$ cat src/rtl/xmem_periph_regs_pkg.sv
// Shared definitions for the XMEM peripheral register file.
// Holds the register map offsets, FSM state encoding, default window base
// and the address decode helpers used by the top level.
package xmem_periph_regs_pkg;

  localparam int unsigned BYTE_W = 8;
  localparam int unsigned ADDR_W = 16;

  localparam logic [ADDR_W-1:0] DEF_BASE = 16'h1100;

  // Register map offsets relative to the window base
  localparam logic [BYTE_W-1:0] MOT_OFS = 8'h00;
  localparam logic [BYTE_W-1:0] ENC_OFS = 8'h40;
  localparam logic [BYTE_W-1:0] SRV_OFS = 8'h80;
  localparam logic [BYTE_W-1:0] DIG_OFS = 8'hF0;
  localparam logic [BYTE_W-1:0] VER_OFS = 8'hFE;

  typedef enum logic [1:0] {
    ST_IDLE = 2'd0,
    ST_ADDR = 2'd1,
    ST_RD   = 2'd2,
    ST_WR   = 2'd3
  } state_e;

  // Decoded bus address: window hit flag plus byte offset inside the window
  typedef struct packed {
    logic              hit;
    logic [BYTE_W-1:0] ofs;
  } dec_t;

  // Window test done on the base-relative address so an unaligned base still works
  function automatic dec_t decode(input logic [ADDR_W-1:0] addr,
                                  input logic [ADDR_W-1:0] base);
    logic [ADDR_W-1:0] rel;
    dec_t              d;
    rel   = addr - base;
    d.hit = (rel[ADDR_W-1:BYTE_W] == 8'h00);
    d.ofs = rel[BYTE_W-1:0];
    return d;
  endfunction

  // Offset of the low (hi=0) or high (hi=1) byte of channel ch in a region
  function automatic logic [BYTE_W-1:0] reg_ofs(input logic [BYTE_W-1:0] region,
                                                input int unsigned       ch,
                                                input logic              hi);
    return region + 8'(2 * ch) + {7'b0, hi};
  endfunction

endpackage

$ cat src/rtl/xmem_periph_regs_if.sv
// AVR XMEM bus bundle.
//   master : AVR side, drives address/data/strobes, sees read data and SRAM controls
//   slave  : register file side
// Signals: a (addr high byte), ad_i (muxed addr/data in), ad_o/ad_oe (read data
// and its enable), ale, nRD, nWR (active-low strobes), aout (latched addr low
// byte), ramce (SRAM chip enable, active low).
interface xmem_periph_regs_if;
  import xmem_periph_regs_pkg::*;

  logic [BYTE_W-1:0] a;
  logic [BYTE_W-1:0] ad_i;
  logic [BYTE_W-1:0] ad_o;
  logic              ad_oe;
  logic              ale;
  logic              nRD;
  logic              nWR;
  logic [BYTE_W-1:0] aout;
  logic              ramce;

  modport master (output a, ad_i, ale, nRD, nWR,
                  input  ad_o, ad_oe, aout, ramce);

  modport slave  (input  a, ad_i, ale, nRD, nWR,
                  output ad_o, ad_oe, aout, ramce);

endinterface

$ cat src/rtl/xmem_periph_regs_sync_edge.sv
// Two-flop synchroniser with single-cycle edge pulses on the synchronised level.
// Ports: clk, rst (async active-high), d (async input), s (synchronised level),
//        rise/fall (one-clk pulses when s changes).
module xmem_periph_regs_sync_edge #(
  parameter logic RST_VAL = 1'b0
) (
  input  logic clk,
  input  logic rst,
  input  logic d,
  output logic s,
  output logic rise,
  output logic fall
);

  logic s1;
  logic s2;
  logic s3;

  // s1/s2 synchronise, s3 holds the previous synchronised level for edge detect
  always_ff @(posedge clk or posedge rst) begin
    if (rst) begin
      s1 <= RST_VAL;
      s2 <= RST_VAL;
      s3 <= RST_VAL;
    end else begin
      s1 <= d;
      s2 <= s1;
      s3 <= s2;
    end
  end

  assign s    = s2;
  assign rise = s2 & ~s3;
  assign fall = ~s2 & s3;

endmodule

$ cat src/rtl/xmem_periph_regs.sv
// AVR XMEM slave register file: motor control/velocity, servo positions,
// atomic encoder reads with per-channel clear, digital inputs and version.
// Ports: clk, rst (async active-high), bus (AVR XMEM slave modport),
//        mot_ctl/mot_vel/srv_pos (channel outputs), enc_cnt (encoder counts in),
//        enc_clr (one-clk clear pulses), dig_in (pre-synchronised inputs).
module xmem_periph_regs
  import xmem_periph_regs_pkg::*;
#(
  parameter logic [15:0] BASE     = DEF_BASE,
  parameter int unsigned N_MOT    = 6,
  parameter int unsigned N_ENC    = 4,
  parameter int unsigned N_SRV    = 6,
  parameter int unsigned SRV_W    = 10,
  parameter logic [15:0] SRV_INIT = 16'd0,
  parameter logic [7:0]  VER_MAJ  = 8'd1,
  parameter logic [7:0]  VER_MIN  = 8'd0
) (
  input  logic                   clk,
  input  logic                   rst,
  xmem_periph_regs_if.slave      bus,
  output logic [2*N_MOT-1:0]     mot_ctl,
  output logic [8*N_MOT-1:0]     mot_vel,
  output logic [SRV_W*N_SRV-1:0] srv_pos,
  input  logic [16*N_ENC-1:0]    enc_cnt,
  output logic [N_ENC-1:0]       enc_clr,
  input  logic [7:0]             dig_in
);

  logic ale_s, ale_rise, ale_fall;
  logic rd_s, rd_rise, rd_fall;
  logic wr_s, wr_rise, wr_fall;

  logic [BYTE_W-1:0] ad_p, ad_d;
  logic [BYTE_W-1:0] a_p, a_d;
  logic [ADDR_W-1:0] addr;
  logic [BYTE_W-1:0] rd_data;
  logic [BYTE_W-1:0] srv_tmp;
  logic [BYTE_W-1:0] rd_mux_c;
  logic              srv_lo_wr_c;
  logic [8*N_ENC-1:0] shadow;

  state_e state, state_nx;
  logic   rd_go_c, wr_go_c;
  dec_t   dec_c;

  // Strobe synchronisers reset to "asserted" so an access in flight across
  // reset never produces a falling edge and is dropped.
  xmem_periph_regs_sync_edge #(.RST_VAL(1'b0)) u_sync_ale (
    .clk(clk), .rst(rst), .d(bus.ale), .s(ale_s), .rise(ale_rise), .fall(ale_fall)
  );
  xmem_periph_regs_sync_edge #(.RST_VAL(1'b0)) u_sync_rd (
    .clk(clk), .rst(rst), .d(bus.nRD), .s(rd_s), .rise(rd_rise), .fall(rd_fall)
  );
  xmem_periph_regs_sync_edge #(.RST_VAL(1'b0)) u_sync_wr (
    .clk(clk), .rst(rst), .d(bus.nWR), .s(wr_s), .rise(wr_rise), .fall(wr_fall)
  );

  // Bus-side outputs
  assign bus.aout  = addr[BYTE_W-1:0];
  assign bus.ramce = (bus.nRD & bus.nWR) ? 1'b1 : ~addr[ADDR_W-1];
  assign bus.ad_oe = ~bus.nRD;
  assign bus.ad_o  = rd_data;

  assign dec_c = decode(addr, BASE);

  // FSM state register
  always_ff @(posedge clk or posedge rst) begin
    if (rst) state <= ST_IDLE;
    else     state <= state_nx;
  end

  // FSM next state; rd_go_c/wr_go_c fire once per access on entry to RD/WR.
  // Both strobes low together is a bus fault and leaves the FSM in IDLE.
  always_comb begin
    state_nx = state;
    rd_go_c  = 1'b0;
    wr_go_c  = 1'b0;
    case (state)
      ST_IDLE: begin
        if (ale_s) begin
          state_nx = ST_ADDR;
        end else if (rd_fall && wr_s) begin
          state_nx = ST_RD;
          rd_go_c  = 1'b1;
        end else if (wr_fall && rd_s) begin
          state_nx = ST_WR;
          wr_go_c  = 1'b1;
        end
      end
      ST_ADDR: if (ale_fall) state_nx = ST_IDLE;
      ST_RD:   if (ale_rise || ale_fall || rd_rise) state_nx = ST_IDLE;
      ST_WR:   if (ale_rise || ale_fall || wr_rise) state_nx = ST_IDLE;
      default: state_nx = ST_IDLE;
    endcase
  end

  // Data/address pipe matched to the strobe synchronisers, address latch,
  // read data register and the shared servo low-byte temp.
  always_ff @(posedge clk or posedge rst) begin
    if (rst) begin
      ad_p    <= '0;
      ad_d    <= '0;
      a_p     <= '0;
      a_d     <= '0;
      addr    <= '0;
      rd_data <= '0;
      srv_tmp <= '0;
    end else begin
      ad_p <= bus.ad_i;
      ad_d <= ad_p;
      a_p  <= bus.a;
      a_d  <= a_p;
      if (ale_fall)    addr    <= {a_d, ad_d};
      if (rd_go_c)     rd_data <= rd_mux_c;
      if (srv_lo_wr_c) srv_tmp <= ad_d;
    end
  end

  // Any mapped servo low-byte write loads the shared temp
  always_comb begin
    srv_lo_wr_c = 1'b0;
    for (int unsigned i = 0; i < N_SRV; i++) begin
      if (dec_c.ofs == reg_ofs(SRV_OFS, i, 1'b0)) srv_lo_wr_c = 1'b1;
    end
    srv_lo_wr_c = srv_lo_wr_c & wr_go_c & dec_c.hit;
  end

  // Read mux; unmapped offsets and out-of-window addresses return 0
  always_comb begin
    rd_mux_c = 8'h00;
    if (dec_c.hit) begin
      for (int unsigned i = 0; i < N_MOT; i++) begin
        if (dec_c.ofs == reg_ofs(MOT_OFS, i, 1'b0)) rd_mux_c = {6'b0, mot_ctl[2*i +: 2]};
        if (dec_c.ofs == reg_ofs(MOT_OFS, i, 1'b1)) rd_mux_c = mot_vel[8*i +: 8];
      end
      for (int unsigned i = 0; i < N_ENC; i++) begin
        if (dec_c.ofs == reg_ofs(ENC_OFS, i, 1'b0)) rd_mux_c = enc_cnt[16*i +: 8];
        if (dec_c.ofs == reg_ofs(ENC_OFS, i, 1'b1)) rd_mux_c = shadow[8*i +: 8];
      end
      for (int unsigned i = 0; i < N_SRV; i++) begin
        if (dec_c.ofs == reg_ofs(SRV_OFS, i, 1'b0)) rd_mux_c = srv_pos[SRV_W*i +: 8];
        if (dec_c.ofs == reg_ofs(SRV_OFS, i, 1'b1)) rd_mux_c = 8'(srv_pos[SRV_W*i+8 +: SRV_W-8]);
      end
      if (dec_c.ofs == DIG_OFS)         rd_mux_c = dig_in;
      if (dec_c.ofs == VER_OFS)         rd_mux_c = VER_MAJ;
      if (dec_c.ofs == VER_OFS + 8'd1)  rd_mux_c = VER_MIN;
    end
  end

  // Motor channels
  for (genvar gi = 0; gi < N_MOT; gi++) begin : g_mot
    logic [1:0] ctl_q;
    logic [7:0] vel_q;
    always_ff @(posedge clk or posedge rst) begin
      if (rst) begin
        ctl_q <= '0;
        vel_q <= '0;
      end else if (wr_go_c && dec_c.hit) begin
        if (dec_c.ofs == reg_ofs(MOT_OFS, gi, 1'b0)) ctl_q <= ad_d[1:0];
        if (dec_c.ofs == reg_ofs(MOT_OFS, gi, 1'b1)) vel_q <= ad_d;
      end
    end
    assign mot_ctl[2*gi +: 2] = ctl_q;
    assign mot_vel[8*gi +: 8] = vel_q;
  end

  // Encoder channels: low-byte read snapshots the high byte so the pair is
  // atomic; any high-byte write pulses the clear for one clock.
  for (genvar gi = 0; gi < N_ENC; gi++) begin : g_enc
    logic [7:0] shadow_q;
    logic       clr_q;
    always_ff @(posedge clk or posedge rst) begin
      if (rst) begin
        shadow_q <= '0;
        clr_q    <= 1'b0;
      end else begin
        clr_q <= wr_go_c && dec_c.hit && (dec_c.ofs == reg_ofs(ENC_OFS, gi, 1'b1));
        if (rd_go_c && dec_c.hit && (dec_c.ofs == reg_ofs(ENC_OFS, gi, 1'b0)))
          shadow_q <= enc_cnt[16*gi+8 +: 8];
      end
    end
    assign shadow[8*gi +: 8] = shadow_q;
    assign enc_clr[gi]       = clr_q;
  end

  // Servo channels: the high-byte write commits {data, temp}
  for (genvar gi = 0; gi < N_SRV; gi++) begin : g_srv
    logic [SRV_W-1:0] pos_q;
    always_ff @(posedge clk or posedge rst) begin
      if (rst) begin
        pos_q <= SRV_W'(SRV_INIT);
      end else if (wr_go_c && dec_c.hit && (dec_c.ofs == reg_ofs(SRV_OFS, gi, 1'b1))) begin
        pos_q <= SRV_W'({ad_d, srv_tmp});
      end
    end
    assign srv_pos[SRV_W*gi +: SRV_W] = pos_q;
  end

endmodule

$ cat src/flat_wrapper.sv
// flat-port wrapper written by rule: the top's interface ports become plain ports
module xmem_periph_regs_flat import xmem_periph_regs_pkg::*;
#(
  parameter logic [15:0] BASE     = DEF_BASE,
  parameter int unsigned N_MOT    = 6,
  parameter int unsigned N_ENC    = 4,
  parameter int unsigned N_SRV    = 6,
  parameter int unsigned SRV_W    = 10,
  parameter logic [15:0] SRV_INIT = 16'd0,
  parameter logic [7:0]  VER_MAJ  = 8'd1,
  parameter logic [7:0]  VER_MIN  = 8'd0
)
  (clk, rst, mot_ctl, mot_vel, srv_pos, enc_cnt, enc_clr, dig_in, bus_a, bus_ad_i, bus_ale, bus_nRD, bus_nWR, bus_ad_o, bus_ad_oe, bus_aout, bus_ramce);
  xmem_periph_regs_if bus_i ();
  input  logic clk;
  input  logic rst;
  output logic [2*N_MOT-1:0] mot_ctl;
  output logic [8*N_MOT-1:0] mot_vel;
  output logic [SRV_W*N_SRV-1:0] srv_pos;
  input  logic [16*N_ENC-1:0] enc_cnt;
  output logic [N_ENC-1:0] enc_clr;
  input  logic [7:0] dig_in;
  input wire logic [$bits(bus_i.a)-1:0] bus_a;
  input wire logic [$bits(bus_i.ad_i)-1:0] bus_ad_i;
  input wire logic [$bits(bus_i.ale)-1:0] bus_ale;
  input wire logic [$bits(bus_i.nRD)-1:0] bus_nRD;
  input wire logic [$bits(bus_i.nWR)-1:0] bus_nWR;
  output wire logic [$bits(bus_i.ad_o)-1:0] bus_ad_o;
  output wire logic [$bits(bus_i.ad_oe)-1:0] bus_ad_oe;
  output wire logic [$bits(bus_i.aout)-1:0] bus_aout;
  output wire logic [$bits(bus_i.ramce)-1:0] bus_ramce;
  assign bus_i.a = bus_a;
  assign bus_i.ad_i = bus_ad_i;
  assign bus_i.ale = bus_ale;
  assign bus_i.nRD = bus_nRD;
  assign bus_i.nWR = bus_nWR;
  assign bus_ad_o = bus_i.ad_o;
  assign bus_ad_oe = bus_i.ad_oe;
  assign bus_aout = bus_i.aout;
  assign bus_ramce = bus_i.ramce;
  xmem_periph_regs #(.BASE(BASE), .N_MOT(N_MOT), .N_ENC(N_ENC), .N_SRV(N_SRV), .SRV_W(SRV_W), .SRV_INIT(SRV_INIT), .VER_MAJ(VER_MAJ), .VER_MIN(VER_MIN)) u_core (.clk(clk), .rst(rst), .bus(bus_i), .mot_ctl(mot_ctl), .mot_vel(mot_vel), .srv_pos(srv_pos), .enc_cnt(enc_cnt), .enc_clr(enc_clr), .dig_in(dig_in));
endmodule
$ cat config.mk
export PLATFORM = sky130hd
export DESIGN_NAME = xmem_periph_regs_flat
export DESIGN_NICKNAME = d
export VERILOG_FILES = /design/src/rtl/xmem_periph_regs_pkg.sv /design/src/rtl/xmem_periph_regs_if.sv /design/src/rtl/xmem_periph_regs_sync_edge.sv /design/src/rtl/xmem_periph_regs.sv /design/src/flat_wrapper.sv
export SDC_FILE = /design/constraint.sdc
export NUM_CORES = 1
export LEC_CHECK = 0
export ABC_AREA = 1
export CAP_MARGIN = 15
export CORE_AREA = 2 2 151 153
export CTS_CLUSTER_SIZE = 25
export DETAILED_ROUTE_END_ITERATION = 7
export DIE_AREA = 0 0 153 155
export PLACE_DENSITY_LB_ADDON = 0.08
export SYNTH_ARGS = -nofsm -noshare
export SYNTH_HDL_FRONTEND = slang
export SYNTH_SLANG_ARGS = --single-unit
$ cat constraint.sdc
create_clock -name clk -period 7.1 [get_ports clk]
set_clock_uncertainty 0.05 [all_clocks]
set_input_delay 0.71 -clock clk [delete_from_list [all_inputs] [get_ports clk]]
set_output_delay 0.71 -clock clk [all_outputs]
set_load 0.02 [all_outputs]
==> Word-level counts from Yosys, hierarchy flattened <==
Cells that the tools add are included.
{ "op_classes": {"reduce_logical": 37, "n_eq_ne": 41, "bitwise": 17, "n_mux": 57, "addsub": 1} }
{ "op_table": {"columns": ["operator", "n"], "rows": [
  ["2-to-1 mux 8 bit", 35],
  ["equality test 8 bit, second input constant", 15],
  ["equality test 8 x 7 -> 1 bit, second input constant", 8],
  ["equality test 8 x 3 -> 1 bit, second input constant", 4],
  ["equality test 8 x 4 -> 1 bit, second input constant", 4],
  ["AND reduction 2 bit", 12],
  ["logical AND 1 bit", 18],
  ["equality test 8 x 2 -> 1 bit, second input constant", 2],
  ["zero test 8 bit", 2],
  ["subtractor 16 x 13 -> 16 bit, second input constant", 1],
  ["2-to-1 mux 1 bit", 14],
  ["2-to-1 mux 2 bit", 7],
  ["AND 1 bit", 9],
  ["equality test 8 x 1 -> 1 bit, second input constant", 1],
  ["NOT 1 bit", 8],
  ["case mux 2 bit (4 select lines)", 1],
  ["inequality test 2 x 1 -> 1 bit, second input constant", 3],
  ["equality test 2 bit, second input constant", 2],
  ["inequality test 4 x 2 -> 1 bit, second input constant", 1],
  ["AND reduction 4 bit", 1],
  ["logical OR 1 bit", 3],
  ["equality test 2 x 1 -> 1 bit, second input constant", 1],
  ["zero test 2 bit", 1]
]} }
{ "word_totals": {"ff_bits": 231} }

==> Logic depth before layout (Yosys ltp) <==
Gate-level depths: netlist of the first run.
{ "logic_depth": {"ltp_word": 38, "mapped_depth": 30, "mapped_depth_nobuf": 30} }

==> Hierarchy <==
From an unflattened synthesis of the first run, not the netlist that was laid out.
{ "hier_totals": {"hier_cells": 1122, "area_unflattened_um2": 9915.8} }
{ "modules_own_cells": {"columns": ["mod", "seq_area_each_um2", "area_each_um2", "n_inst", "cells_each"], "rows": [
  ["xmem_periph_regs", 5555.3, 9634.2, 1, 1098],
  ["xmem_periph_regs_sync_edge", 75.1, 93.8, 3, 8]
]} }

==> Worst setup path before layout of the first run <==
No wires, ideal clock.
{ "synth_path": {"kind": "flip-flop to flip-flop", "startpoint": "register u_core.addr[0]", "endpoint": "register u_core.rd_data[4], in the netlist u_core.bus.ad_o[4]", "setup_slack_ns": 4.775, "n_path_buf": 0, "stages_incl_launch_ff": 21, "arrival_time_ns": 2.159, "cell_sequence": "dfrtp_1 nand2_1 inv_1 nand2_1 nor2_2 nand2_1 nand2_1 a21oi_1 nand3_1 a221oi_1 nand4_1 a21oi_1 nand2_1 a21oi_1 nand3_1 o21ai_1 nand3_1 a221oi_1 nand3_1 nand2_1 nand2_1"} }
{ "synth_via": {"elab_chain_cells": 37} }
{ "synth_lines": {"columns": ["item", "line_no", "rtl"], "rows": [
  ["from (decl)", "xmem_periph_regs.sv:35", "logic [ADDR_W-1:0] addr;"],
  ["from (signal assigned)", "xmem_periph_regs.sv:113", "if (ale_fall) addr <= {a_d, ad_d};"],
  ["subtractor 16 x 13 -> 16 bit (*)", "xmem_periph_regs_pkg.sv:36", "rel = addr - base;"],
  ["equality test 8 x 1 -> 1 bit", "xmem_periph_regs.sv:134", "if (dec_c.ofs == reg_ofs(MOT_OFS, i, 1'b1)) rd_mux_c = mot_vel[8*i +: 8];"],
  ["2-to-1 mux 8 bit", "xmem_periph_regs.sv:134", null],
  ["2-to-1 mux 8 bit", "xmem_periph_regs.sv:133", "if (dec_c.ofs == reg_ofs(MOT_OFS, i, 1'b0)) rd_mux_c = {6'b0, mot_ctl[2*i +: 2]};"],
  ["2-to-1 mux 8 bit", "xmem_periph_regs.sv:134", null],
  ["2-to-1 mux 8 bit", "xmem_periph_regs.sv:133", null],
  ["2-to-1 mux 8 bit", "xmem_periph_regs.sv:134", null],
  ["2-to-1 mux 8 bit", "xmem_periph_regs.sv:133", null],
  ["[21 not listed]", null, null],
  ["2-to-1 mux 8 bit", "xmem_periph_regs.sv:141", "if (dec_c.ofs == reg_ofs(SRV_OFS, i, 1'b0)) rd_mux_c = srv_pos[SRV_W*i +: 8];"],
  ["2-to-1 mux 8 bit", "xmem_periph_regs.sv:142", "if (dec_c.ofs == reg_ofs(SRV_OFS, i, 1'b1)) rd_mux_c = 8'(srv_pos[SRV_W*i+8 +: SRV_W-8]);"],
  ["2-to-1 mux 8 bit", "xmem_periph_regs.sv:141", null],
  ["2-to-1 mux 8 bit", "xmem_periph_regs.sv:142", null],
  ["2-to-1 mux 8 bit", "xmem_periph_regs.sv:144", "if (dec_c.ofs == DIG_OFS) rd_mux_c = dig_in;"],
  ["2-to-1 mux 8 bit", "xmem_periph_regs.sv:145", "if (dec_c.ofs == VER_OFS) rd_mux_c = VER_MAJ;"],
  ["2-to-1 mux 8 bit", "xmem_periph_regs.sv:146", "if (dec_c.ofs == VER_OFS + 8'd1) rd_mux_c = VER_MIN;"],
  ["2-to-1 mux 8 bit (*)", "xmem_periph_regs.sv:131", "if (dec_c.hit) begin"],
  ["to (signal assigned)", "xmem_periph_regs.sv:114", "if (rd_go_c) rd_data <= rd_mux_c;"],
  ["to (decl)", "xmem_periph_regs.sv:36", "logic [BYTE_W-1:0] rd_data;"]
]} }
Mark *: on every way between the ends. The rest lies on a longest branch, timed or not.
A chain may end at the register's enable or synchronous reset.

==> Worst setup path after layout of the first run <==
{ "layout_path": {"startpoint": "register u_core.addr[0]", "endpoint": "register u_core.rd_data[5], in the netlist u_core.bus.ad_o[5]"} }
Same word-level chain as after synthesis.

==> results of run 1 <==
==> sequential cells by signal (all words and copies together), names as in the netlist, 2 cells and up <==
name,flops
u_core.addr,16
u_core.g_enc.shadow_q,32
u_core.g_srv.pos_q,60
u_core.ad_d,8
u_core.a_d,8
u_core.g_mot.vel_q,48
u_core.srv_tmp,8
u_core.state,2
u_core.a_p,8
u_core.g_mot.ctl_q,12
u_core.g_enc.clr_q,4
u_core.bus.ad_o,8
u_core.ad_p,8
==> per-stage QoR <==
step                utilization, %  cells  power [mW]  area (um2)  hold slack, ns
floorplan                        -   1088        1.60        9740           0.281
global placement              55.2   1568        1.75       12300           0.282
detailed placement            55.2   1568        1.75       12300           0.285
global route                  59.2   1614        3.25       13200           0.302
finish                        59.2   1614        3.13       13200           0.296
CTS                           59.2   1614        3.15       13200           0.297
==> power by group <==
part	switching (mW)	total, mW	internal, mW
clock	0.540	1.40	0.865
sequential	0.0376	1.41	1.37
combinational	0.183	0.319	0.136
total	0.760	3.13	2.37
==> cell type report <==
type / count / area, um2 / share of cell area, %
repair buffers: 238 / 2370 / 18.0
multi-input cells: 724 / 3410 / 25.9
clock buffers: 35 / 733 / 5.57
inverters: 90 / 345 / 2.62
flip-flops and latches: 231 / 5780 / 43.9
well taps: 285 / 357 / 2.71
clock inverters: 11 / 164 / 1.25
==> cells in the final DEF (no fill, tap or decap), types with 4 or more instances in the layout <==
| cell | count |
|---|---|
| sky130_fd_sc_hd__nand2_1 | 346 |
| sky130_fd_sc_hd__clkdlybuf4s50_1 | 234 |
| sky130_fd_sc_hd__dfrtp_1 | 231 |
| sky130_fd_sc_hd__o21ai_0 | 150 |
| sky130_fd_sc_hd__inv_1 | 81 |
| sky130_fd_sc_hd__nor2_1 | 67 |
| sky130_fd_sc_hd__a21oi_1 | 35 |
| sky130_fd_sc_hd__mux2_2 | 28 |
| sky130_fd_sc_hd__nand3_1 | 27 |
| sky130_fd_sc_hd__clkbuf_16 | 25 |
| sky130_fd_sc_hd__nand4_1 | 20 |
| sky130_fd_sc_hd__a221oi_1 | 10 |
| sky130_fd_sc_hd__o21ai_1 | 9 |
| sky130_fd_sc_hd__inv_2 | 7 |
| sky130_fd_sc_hd__clkbuf_8 | 7 |
| sky130_fd_sc_hd__nor3_1 | 5 |
| sky130_fd_sc_hd__nor2_2 | 5 |
| sky130_fd_sc_hd__bufinv_16 | 4 |
| sky130_fd_sc_hd__clkinv_2 | 4 |
| sky130_fd_sc_hd__buf_4 | 4 |
==> how the worst min path moves through the flow <==
stage / end / slack (ns) / cells after the start
floorplan: u_core.a_d[0] / 0.28 / 0
global placement: u_core.a_d[4] / 0.28 / 0
detailed placement: u_core.a_d[2] / 0.28 / 0
CTS: u_core.ad_d[7] / 0.30 / 0
global route: u_core.ad_d[6] / 0.30 / 0
finish: u_core.ad_d[4] / 0.30 / 0
==> routing by layer <==
layer | part of all wire [%] | routed length (um) | track usage (%)
met5 | 0 | 0 | 0
met1 | 45 | 13200 | 34.7
met3 | 6.7 | 1970 | 4.60
met2 | 46 | 13400 | 38.3
met4 | 2.8 | 814 | 7.10
==> cell families after synthesis <==
kind of cell | after synthesis
compound gates | 215
fa+ha+maj | 1
buf+inv | 133
flops | 231
mux | 28
simple gates | 480
==> results.txt, run 1 <==
share of synthesized cell area in and, or, nand and nor gates: 19.8%
Initial DRT Pass Iterations: 5
clock buffer count from CTS: 25
unrepaired setup endpoints after global routing: false
I/O Pins: 235
area share of fa/ha/maj cells after synthesis: 0.129%
CP max stage cell: sky130_fd_sc_hd__dfrtp_1
biggest cell delay along the critical path: 0.43 ns
Cell Chain, Critical Path: inv_1, nor2_1, nand2_1, nor2_2, nand2_1, nand2_1, a21oi_1, nand3_1, a221oi_1, nand4_1, a21oi_1, nand2_1, a21oi_1, nand3_1, o21ai_1, nand3_1, a221oi_1, nand3_1, nand2_1, nand2_1
Crit path arrival time: 3.74 ns
logic depth of the worst register-to-register path: 20
pin count of the biggest net entering global routing: 84
Place WS: 3.81 ns
routed via count divided by cell count: 5.12
mux share of post-synthesis cell area: 3.24%
depth of the critical timing path with buffers and inverters included: 20
Max transition margin: 36.0%
fraction of layout instances using a drive strength above 1: 6.85%
flop-to-flop setup slack: 3.72 ns
number of max-slew violations in the final report: 0
starting density of the core: 43.8%
maximum level of the CTS H-tree: 1
diode count: 0
clock period minus final worst setup slack: 3.38 ns
port bufs: 234
post-synth cell types: 34
top cells by instance count after synthesis: sky130_fd_sc_hd__nand2_1 (346), sky130_fd_sc_hd__dfrtp_1 (231), sky130_fd_sc_hd__o21ai_0 (150)
grt ovf: 0
warnings from Yosys: 0
highest net fanout along the worst path: 8
clock-pin slew of the registers on the worst-case setup and hold paths: 0.06 ns
horizontal die dimension: 153 um
fraction of synthesis flops using an asynchronous set or reset pin: 100%
Synth Area in Compound Gates: 11.8%
period utilization: 47.6%
Slew @ Worst Pin: 0.960 ns
antenna violations before repair: 0
global-route wire length before repair: 45,000 um
Area contributors post-synth: sky130_fd_sc_hd__dfrtp_1 (59%), sky130_fd_sc_hd__nand2_1 (13%), sky130_fd_sc_hd__o21ai_0 (7.7%), sky130_fd_sc_hd__mux2_2 (3.2%), sky130_fd_sc_hd__inv_1 (3.2%)
Synth Area in XOR/XNOR: 0%
total wire length: 29,400 um
via count of the first global-routing pass: 7,823
capturing element type of the critical path: flip-flop
ANT nets after route: 0
Gates resized, CTS repair: 0
Yosys top cell by area: sky130_fd_sc_hd__dfrtp_1
most common cell in the netlist: sky130_fd_sc_hd__nand2_1
outcome: complete, no violations
CTS tree: built
Hold WC Path Type: reg2reg
post-synthesis sequential area ratio: 59.4%
post-synthesis to final-layout area growth: 35.2%
launch point of the worst reg-to-reg path: u_core.addr[0]
standard-cell rows: 55
launch instance of the worst min-delay path: u_core.ad_p[4]
final count of hold timing violations: 0
buffer depth of the longest clock path: 3
pwr dens: 238 nW/um2
VDD IR-drop max: 183 uV
r2r endpoint: u_core.bus.ad_o[5]
critical path class: reg2reg
dominant cell type by count on the critical path: sky130_fd_sc_hd__nand2_1
detailed placement HPWL: 21,300 um
post-DR wirelength/cell: 18.2 um
fraction of synthesized cell area taken by the top area cell type: 59.4%
least setup slack across all paths after layout: 3.72 ns
max capacitance violation total: 0
maximum clock frequency: 296 MHz
Skew-Pair Late Insertion Delay: 0.53 ns
vias: 8,271
standard cell core area: 22,200 um2
CP endpoint: u_core.bus.ad_o[5]
GRT Resource Usage Total: 24.3%
synthesized net count: 1,182
Die Outline Area: 23,700 um2
average footprint of a synthesized cell: 8.95 um2
accumulated negative setup slack: 0 ns
# clock sinks: 231
family with the most delay on the worst path: simple AND/OR/NAND/NOR gates
buffering stage count on the worst path with inverters included: 1
combinational family with the most area after synthesis: simple AND/OR/NAND/NOR gates
number of storage elements in the synthesis netlist: 231
drt initial violations: 583
synthesized netlist cell count: 1,088
Post-synth EDFFs: 0
origin of the worst setup path: u_core.addr[0]
required time at the endpoint of the critical path: 7.46 ns
Fill cells: 1,984
vertical extent of the die: 155 um
placer congestion estimate: 0.866
post-synthesis instance area: 9740 um2
post-CTS setup buffer count: 0
Primary FF master, synth: sky130_fd_sc_hd__dfrtp_1
hold-fix buffers at CTS: 0
number of endpoints failing setup at the final stage: 0
CTS Root Cell: sky130_fd_sc_hd__clkbuf_16
cell leakage power: 5.71 nW
Critical Path Start Type: flip-flop
final net count: 1,404
DRC violation count after routing: 0
Note: power is estimated with default switching activity, not from simulation.
==> run 2: changes to the inputs <==
==> constraint.sdc (replaced) <==
create_clock -name clk -period 3.42 [get_ports clk]
set_clock_uncertainty 0.05 [all_clocks]
set_input_delay 0.342 -clock clk [delete_from_list [all_inputs] [get_ports clk]]
set_output_delay 0.342 -clock clk [all_outputs]
set_load 0.02 [all_outputs]
==> run 2 against run 1 <==
Compared with the run above: total power is 100% higher; count of clock-buffer cells in the layout is 6 higher; core utilization is 0.41 points higher; sequential share of layout area is 0.30 points lower; wire length is 0.14% lower; global-route usage is 0.12 points higher; cell count is 0.99% higher; via count is 0.54% higher; first-iteration DRC count is 6.7% higher; clock power is 90% higher; flip-flop and latch count stayed put; combinational power is 110% higher; largest cell class unchanged; largest power group unchanged.
==> results.txt, run 2 (synthesis results as in run 1) <==
largest registers ranked by flip-flop count: u_core.g_srv.pos_q x60, u_core.g_mot.vel_q x48, u_core.g_enc.shadow_q x32 (unchanged)
Critical Path Start Type: flip-flop (unchanged)
clock-pin slew of the registers on the worst-case setup and hold paths: 0.06 ns (about the same)
Slew @ Worst Pin: 0.773 ns (was 0.960 ns)
placer congestion estimate: 0.905 (was 0.866)
routed via count divided by cell count: 5.10 (was 5.12)
DRC violation count after routing: 0 (unchanged)
Initial DRT Pass Iterations: 6 (was 5)
standard cell core area: 22,200 um2 (unchanged)
critical path class: reg2reg (unchanged)
horizontal die dimension: 153 um (unchanged)
flop-to-flop setup slack: 0.29 ns (was 3.72 ns)
ANT nets after route: 0 (unchanged)
final net count: 1,420 (was 1,404)
detailed placement HPWL: 21,400 um (was 21,300 um)
vertical extent of the die: 155 um (unchanged)
clock buffer count from CTS: 25 (unchanged)
Place WS: 0.290 ns (was 3.81 ns)
# clock sinks: 231 (unchanged)
vias: 8,316 (was 8,271)
sequential cell area in the final layout: 5780 um2 (unchanged)
starting density of the core: 43.8% (unchanged)
global-route wire length before repair: 45,400 um (was 45,000 um)
area of the multi-input gates: 3420 um2 (was 3410 um2)
post-DR wirelength/cell: 18.0 um (was 18.2 um)
r2r endpoint: u_core.bus.ad_o[4] (was u_core.bus.ad_o[5])
required time at the endpoint of the critical path: 3.80 ns (was 7.46 ns)
capturing element type of the critical path: flip-flop (unchanged)
most frequent cells in the layout: sky130_fd_sc_hd__nand2_1 (346), sky130_fd_sc_hd__clkdlybuf4s50_1 (234), sky130_fd_sc_hd__dfrtp_1 (231), sky130_fd_sc_hd__o21ai_0 (150), sky130_fd_sc_hd__inv_1 (81) (unchanged)
number of max-slew violations in the final report: 0 (unchanged)
Largest Register: u_core.g_srv.pos_q (unchanged)
Die Outline Area: 23,700 um2 (unchanged)
diode count: 0 (unchanged)
Max transition margin: 48.3% (was 36.0%)
port bufs: 234 (unchanged)
fraction of layout instances using a drive strength above 1: 7.88% (was 6.85%)
post-route worst hold slack: 0.152 ns (was 0.296 ns)
cell leakage power: 5.78 nW (was 5.71 nW)
logic depth of the worst register-to-register path: 20 (unchanged)
period utilization: 91.6% (was 47.6%)
total wire length: 29,300 um (was 29,400 um)
highest net fanout along the worst path: 8 (unchanged)
launch point of the worst reg-to-reg path: u_core.addr[0] (unchanged)
grt ovf: 0 (unchanged)
buffer depth of the longest clock path: 3 (unchanged)
least setup slack across all paths after layout: 0.289 ns (was 3.72 ns)
CP max stage cell: sky130_fd_sc_hd__dfrtp_1 (unchanged)
pwr dens: 472 nW/um2 (was 238 nW/um2)
max FFs per register: 60 (unchanged)
hold-fix buffers at CTS: 0 (unchanged)
Hold WC Path Type: in2async (was reg2reg)
pin count of the biggest net entering global routing: 72 (was 84)
Crit path arrival time: 3.51 ns (was 3.74 ns)
post-synthesis to final-layout area growth: 36.1% (was 35.2%)
leading cell type in the layout, fill and taps excluded: sky130_fd_sc_hd__nand2_1 (unchanged)
final count of hold timing violations: 0 (unchanged)
biggest cell delay along the critical path: 0.42 ns (was 0.43 ns)
I/O Pins: 235 (unchanged)
post-CTS setup buffer count: 0 (unchanged)
max capacitance violation total: 0 (unchanged)
Skew-Pair Late Insertion Delay: 0.53 ns (about the same)
CTS tree: built (unchanged)
maximum level of the CTS H-tree: 1 (unchanged)
unrepaired setup endpoints after global routing: true (was false)
drt initial violations: 622 (was 583)
number of endpoints failing setup at the final stage: 0 (unchanged)
Cell Chain, Critical Path: inv_1, nor2_1, nand2_1, nor2_2, nand2_1, nand2_1, a21oi_1, nand3_1, a221oi_2, nand4_1, a21oi_1, nand2_1, a21oi_1, nand3_1, o21ai_1, nand3_1, a221oi_1, nand3_1, nand2_1, nand2_1 (was inv_1, nor2_1, nand2_1, nor2_2, nand2_1, nand2_1, a21oi_1, nand3_1, a221oi_1, nand4_1, a21oi_1, nand2_1, a21oi_1, nand3_1, o21ai_1, nand3_1, a221oi_1, nand3_1, nand2_1, nand2_1)
GRT Resource Usage Total: 24.4% (was 24.3%)
standard-cell rows: 55 (unchanged)
Gates resized, CTS repair: 0 (unchanged)
dominant cell type by count on the critical path: sky130_fd_sc_hd__nand2_1 (unchanged)
outcome: complete, no violations (unchanged)
via count of the first global-routing pass: 7,927 (was 7,823)
maximum clock frequency: 319 MHz (was 296 MHz)
VDD IR-drop max: 368 uV (was 183 uV)
Fill cells: 2,031 (was 1,984)
clock period minus final worst setup slack: 3.13 ns (was 3.38 ns)
CTS Root Cell: sky130_fd_sc_hd__clkbuf_16 (unchanged)
antenna violations before repair: 0 (unchanged)
[run 2: cell count changes in the layout (fill, tap and decap cells not counted), sizes merged]
cell	delta
clkbuf	+6
buf	+16
clkinv	-1
bufinv	-4
clkinvlp	-1
[run 2: worst max-delay path: cells and delay by family (launching register included)]
family	cells	cell delay, ns
buffers and inverters	1	0.12
AND/OR/NAND/NOR	13	1.27
flip-flops	1	0.42
AO/OA/AOI/OAI	6	1.15
[run 2: where the power goes]
| part | total [mW] | internal, mW | switching (mW) |
|---|---|---|---|
| clock | 2.66 | 1.57 | 1.09 |
| combinational | 0.673 | 0.294 | 0.378 |
| sequential | 2.93 | 2.85 | 0.0781 |
| total | 6.26 | 4.71 | 1.54 |
[run 2: worst max path at each step]
stage	start	to	slack, ns	depth (start not counted)
global placement	u_core.addr[0]	u_core.bus.ad_o[4]	0.27	20
detailed placement	u_core.addr[0]	u_core.bus.ad_o[4]	0.29	20
floorplan	rst	u_core.a_d[0]	0.006	1
global route	u_core.addr[0]	u_core.bus.ad_o[5]	-0.007	20
finish	u_core.addr[0]	u_core.bus.ad_o[4]	0.29	20
CTS	u_core.addr[0]	u_core.bus.ad_o[4]	0.27	20
[run 2: routing by layer]
layer | up-vias | track usage (%) | share of wire, %
met3 | 41 | 4.79 | 8.6
li1 | 4018 | - | -
met4 | 0 | 6.70 | 2.1
met1 | 3891 | 35.4 | 44
met5 | - | 0 | 0
met2 | 366 | 38.0 | 46
[run 2: per-stage QoR]
| step | utilization (%) | instance area (um2) | setup TNS, ns | power [mW] | instances |
|---|---|---|---|---|---|
| floorplan | - | 9740 | 0 | 3.32 | 1088 |
| global placement | 55.9 | 12400 | 0 | 3.64 | 1584 |
| detailed placement | 55.9 | 12400 | 0 | 3.65 | 1584 |
| CTS | 59.5 | 13200 | 0 | 6.31 | 1630 |
| global route | 59.6 | 13200 | -0.0135 | 6.50 | 1630 |
| finish | 59.6 | 13200 | 0 | 6.26 | 1630 |
[run 2: layout make-up]
class / count / area share [%]
sequential: 231 / 43.6
multi-input combinational: 724 / 25.8
timing repair buffer: 254 / 19.1
clock buffer: 41 / 5.93
tap: 285 / 2.69
inverter: 90 / 2.58
clock inverter: 5 / 0.264
==> variant (settings of run 2) <==
Make the reset (`rst`) synchronous in 6 clocked blocks. Comments in the files are not updated.
--- a/src/rtl/xmem_periph_regs_sync_edge.sv
+++ b/src/rtl/xmem_periph_regs_sync_edge.sv
@@ -17,7 +17,7 @@
   logic s3;
 
   // s1/s2 synchronise, s3 holds the previous synchronised level for edge detect
-  always_ff @(posedge clk or posedge rst) begin
+  always_ff @(posedge clk) begin
     if (rst) begin
       s1 <= RST_VAL;
       s2 <= RST_VAL;
--- a/src/rtl/xmem_periph_regs.sv
+++ b/src/rtl/xmem_periph_regs.sv
@@ -64,7 +64,7 @@
   assign dec_c = decode(addr, BASE);
 
   // FSM state register
-  always_ff @(posedge clk or posedge rst) begin
+  always_ff @(posedge clk) begin
     if (rst) state <= ST_IDLE;
     else     state <= state_nx;
   end
@@ -96,7 +96,7 @@
 
   // Data/address pipe matched to the strobe synchronisers, address latch,
   // read data register and the shared servo low-byte temp.
-  always_ff @(posedge clk or posedge rst) begin
+  always_ff @(posedge clk) begin
     if (rst) begin
       ad_p    <= '0;
       ad_d    <= '0;
@@ -151,7 +151,7 @@
   for (genvar gi = 0; gi < N_MOT; gi++) begin : g_mot
     logic [1:0] ctl_q;
     logic [7:0] vel_q;
-    always_ff @(posedge clk or posedge rst) begin
+    always_ff @(posedge clk) begin
       if (rst) begin
         ctl_q <= '0;
         vel_q <= '0;
@@ -169,7 +169,7 @@
   for (genvar gi = 0; gi < N_ENC; gi++) begin : g_enc
     logic [7:0] shadow_q;
     logic       clr_q;
-    always_ff @(posedge clk or posedge rst) begin
+    always_ff @(posedge clk) begin
       if (rst) begin
         shadow_q <= '0;
         clr_q    <= 1'b0;
@@ -186,7 +186,7 @@
   // Servo channels: the high-byte write commits {data, temp}
   for (genvar gi = 0; gi < N_SRV; gi++) begin : g_srv
     logic [SRV_W-1:0] pos_q;
-    always_ff @(posedge clk or posedge rst) begin
+    always_ff @(posedge clk) begin
       if (rst) begin
         pos_q <= SRV_W'(SRV_INIT);
       end else if (wr_go_c && dec_c.hit && (dec_c.ofs == reg_ofs(SRV_OFS, gi, 1'b1))) begin
Check against the original RTL: not equivalent (a bounded check fails within 10 cycles, from zero or initial values and one cycle with rst high; the reset may be asserted at any time).
==> variant against run 2 <==
Area after synthesis down 1.9%; wire length up 8.9%; sequential share of layout area down 8.0 points; count of clock-buffer cells in the layout down 4; non-clock buffer count up 4; cell count up 13%; worst setup slack worse by 0.077 ns; final area down 1.9%; power down 5.8%; maximum frequency down 2.4%; sequential cell count unchanged; largest cell class unchanged.
==> variant: results (changes against run 2) <==
- Status: finished clean (unchanged)
- Top sig layer: met4 (unchanged)
- Worst hold path class: primary input to flop (was primary input to async pin)
- Vias in the first global route: 8802 (was 7927)
- Drt wl/cell: 17.31 µm (was 18.00 µm)
- Nonclk inv count: 164 (was 90)
- R2r setup slk: 0.21 ns (was 0.29 ns)
- Nonclk buf count: 258 (was 254)
- Nets: 1639 (was 1420)
- GP Congestion: 0.9207 (was 0.9045)
- Met2 Track Usage GR: 41.77% (was 38.01%)
- Post-synthesis cell type count: 37 (was 34)
- Critical Path AT: 3.50 ns (was 3.51 ns)
- Sequential area share after synthesis: 48.40% (was 59.38%)
- Detailed Place HPWL: 23.16 mm (was 21.45 mm)
- Async S/R FF share, synth: 0% (was 100.0%)
- Vias: 9462 (was 8316)
- Met1 Use GR: 35.53% (was 35.37%)
- Max-Slew Margin vs Limit: 32.16% (was 48.27%)
- TritonRoute pass-1 iters: 5 (was 6)
- Met3 WL: 2.314 mm (was 2.529 mm)
- Top_reg_cell synth: dfxtp_1 (was dfrtp_1)
- GR Util met3: 5.209% (was 4.791%)
- Crit-path max cell delay: 0.47 ns (was 0.42 ns)
- Seq power: 2740 µW (was 2930 µW)
- Synth Area in Adders: 0.1310% (was 0.1285%)
- Placed Cells incl. Taps: 1803 (was 1584)
- Met2 wire len: 14.61 mm (was 13.40 mm)
- ClkCell Share: 6.545% (was 6.195%)
- Commonest cells in the netlist: dfxtp_1 (231), nand2_1 (214), nor2_1 (200) (was nand2_1 (346), dfrtp_1 (231), o21ai_0 (150))
- Overall routing resource usage: 25.88% (was 24.45%)
- Placed Area: 0.01214 mm² (was 0.01242 mm²)
- Final WL: 31.95 mm (was 29.34 mm)
- Leakage: 0.005061 µW (was 0.005781 µW)
- Synth Area in Compound Gates: 20.22% (was 11.76%)
- Total power: 5895 µW (was 6258 µW)
- Post-synthesis cell count: 1324 (was 1088)
- Top cell family by delay on the critical path: compound AO/OA/AOI/OAI gates (was simple AND/OR/NAND/NOR gates)
- CP max stage cell: dfxtp_1 (was dfrtp_1)
- DRT iter0 DRCs: 858 (was 622)
- H-tree level count: 1 (unchanged)
- Gate power share: 5.9% (was 10.7%)
- Syn_nets: 1418 (was 1182)
- Multi-input logic portion of the cell area: 31.01% (was 25.81%)
- Share of cells above drive strength 1: 6.470% (was 7.881%)
- Fillcell total: 2076 (was 2031)
- Ranking of synthesized cells by area: dfxtp_1 (48%), a21oi_1 (8.6%), nand2_1 (8.4%) (was dfrtp_1 (59%), nand2_1 (13%), o21ai_0 (7.7%))
- # diodes: 0 (unchanged)
- Crit path max fanout: 7 (was 8)
- Flip-flop and latch area: 0.004626 mm² (was 0.005781 mm²)
- Worst-case vdd ir drop: 0.4082 mV (was 0.3676 mV)
- Sequential fraction of total cell area: 35.58% (was 43.63%)
- Post-synthesis mux area share: 0% (was 3.239%)
- Clkbuf count: 37 (was 41)
- Global-route wire length before repair: 49.31 mm (was 45.35 mm)
- Place WS: 0.2607 ns (was 0.2895 ns)
- P_sw: 1298 µW (was 1544 µW)
[variant: changes by cell type in the layout (fill, tap and decap cells not counted), moves of 65 or more]
cell | run 2 | this run
dfrtp_1 | 231 | 0
dfxtp_1 | 0 | 230
nor2_1 | 67 | 200
nand2_1 | 346 | 214
a21oi_1 | 35 | 165
inv_1 | 81 | 146
[variant: worst paths after layout]
kind                                           endpoint  cells after the start                        start
setup / recovery        u_core.bus.ad_o[5]$_SDFFE_PP0P_                     17  u_core.addr[3]$_SDFFE_PP0P_
hold / removal    u_core.g_srv[1].pos_q[6]$_SDFFE_PP0P_                      4                          rst
setup reg to reg        u_core.bus.ad_o[5]$_SDFFE_PP0P_                     17  u_core.addr[3]$_SDFFE_PP0P_
hold reg to reg               u_core.ad_d[2]$_SDFF_PP0_                      2    u_core.ad_p[2]$_SDFF_PP0_
[variant: logic make-up after synthesis]
logic type,after synthesis
AOI/OAI and AO/OA,361
adders and majority gates,1
and+or+nand+nor,503
DFF,231
buffers and inverters,228
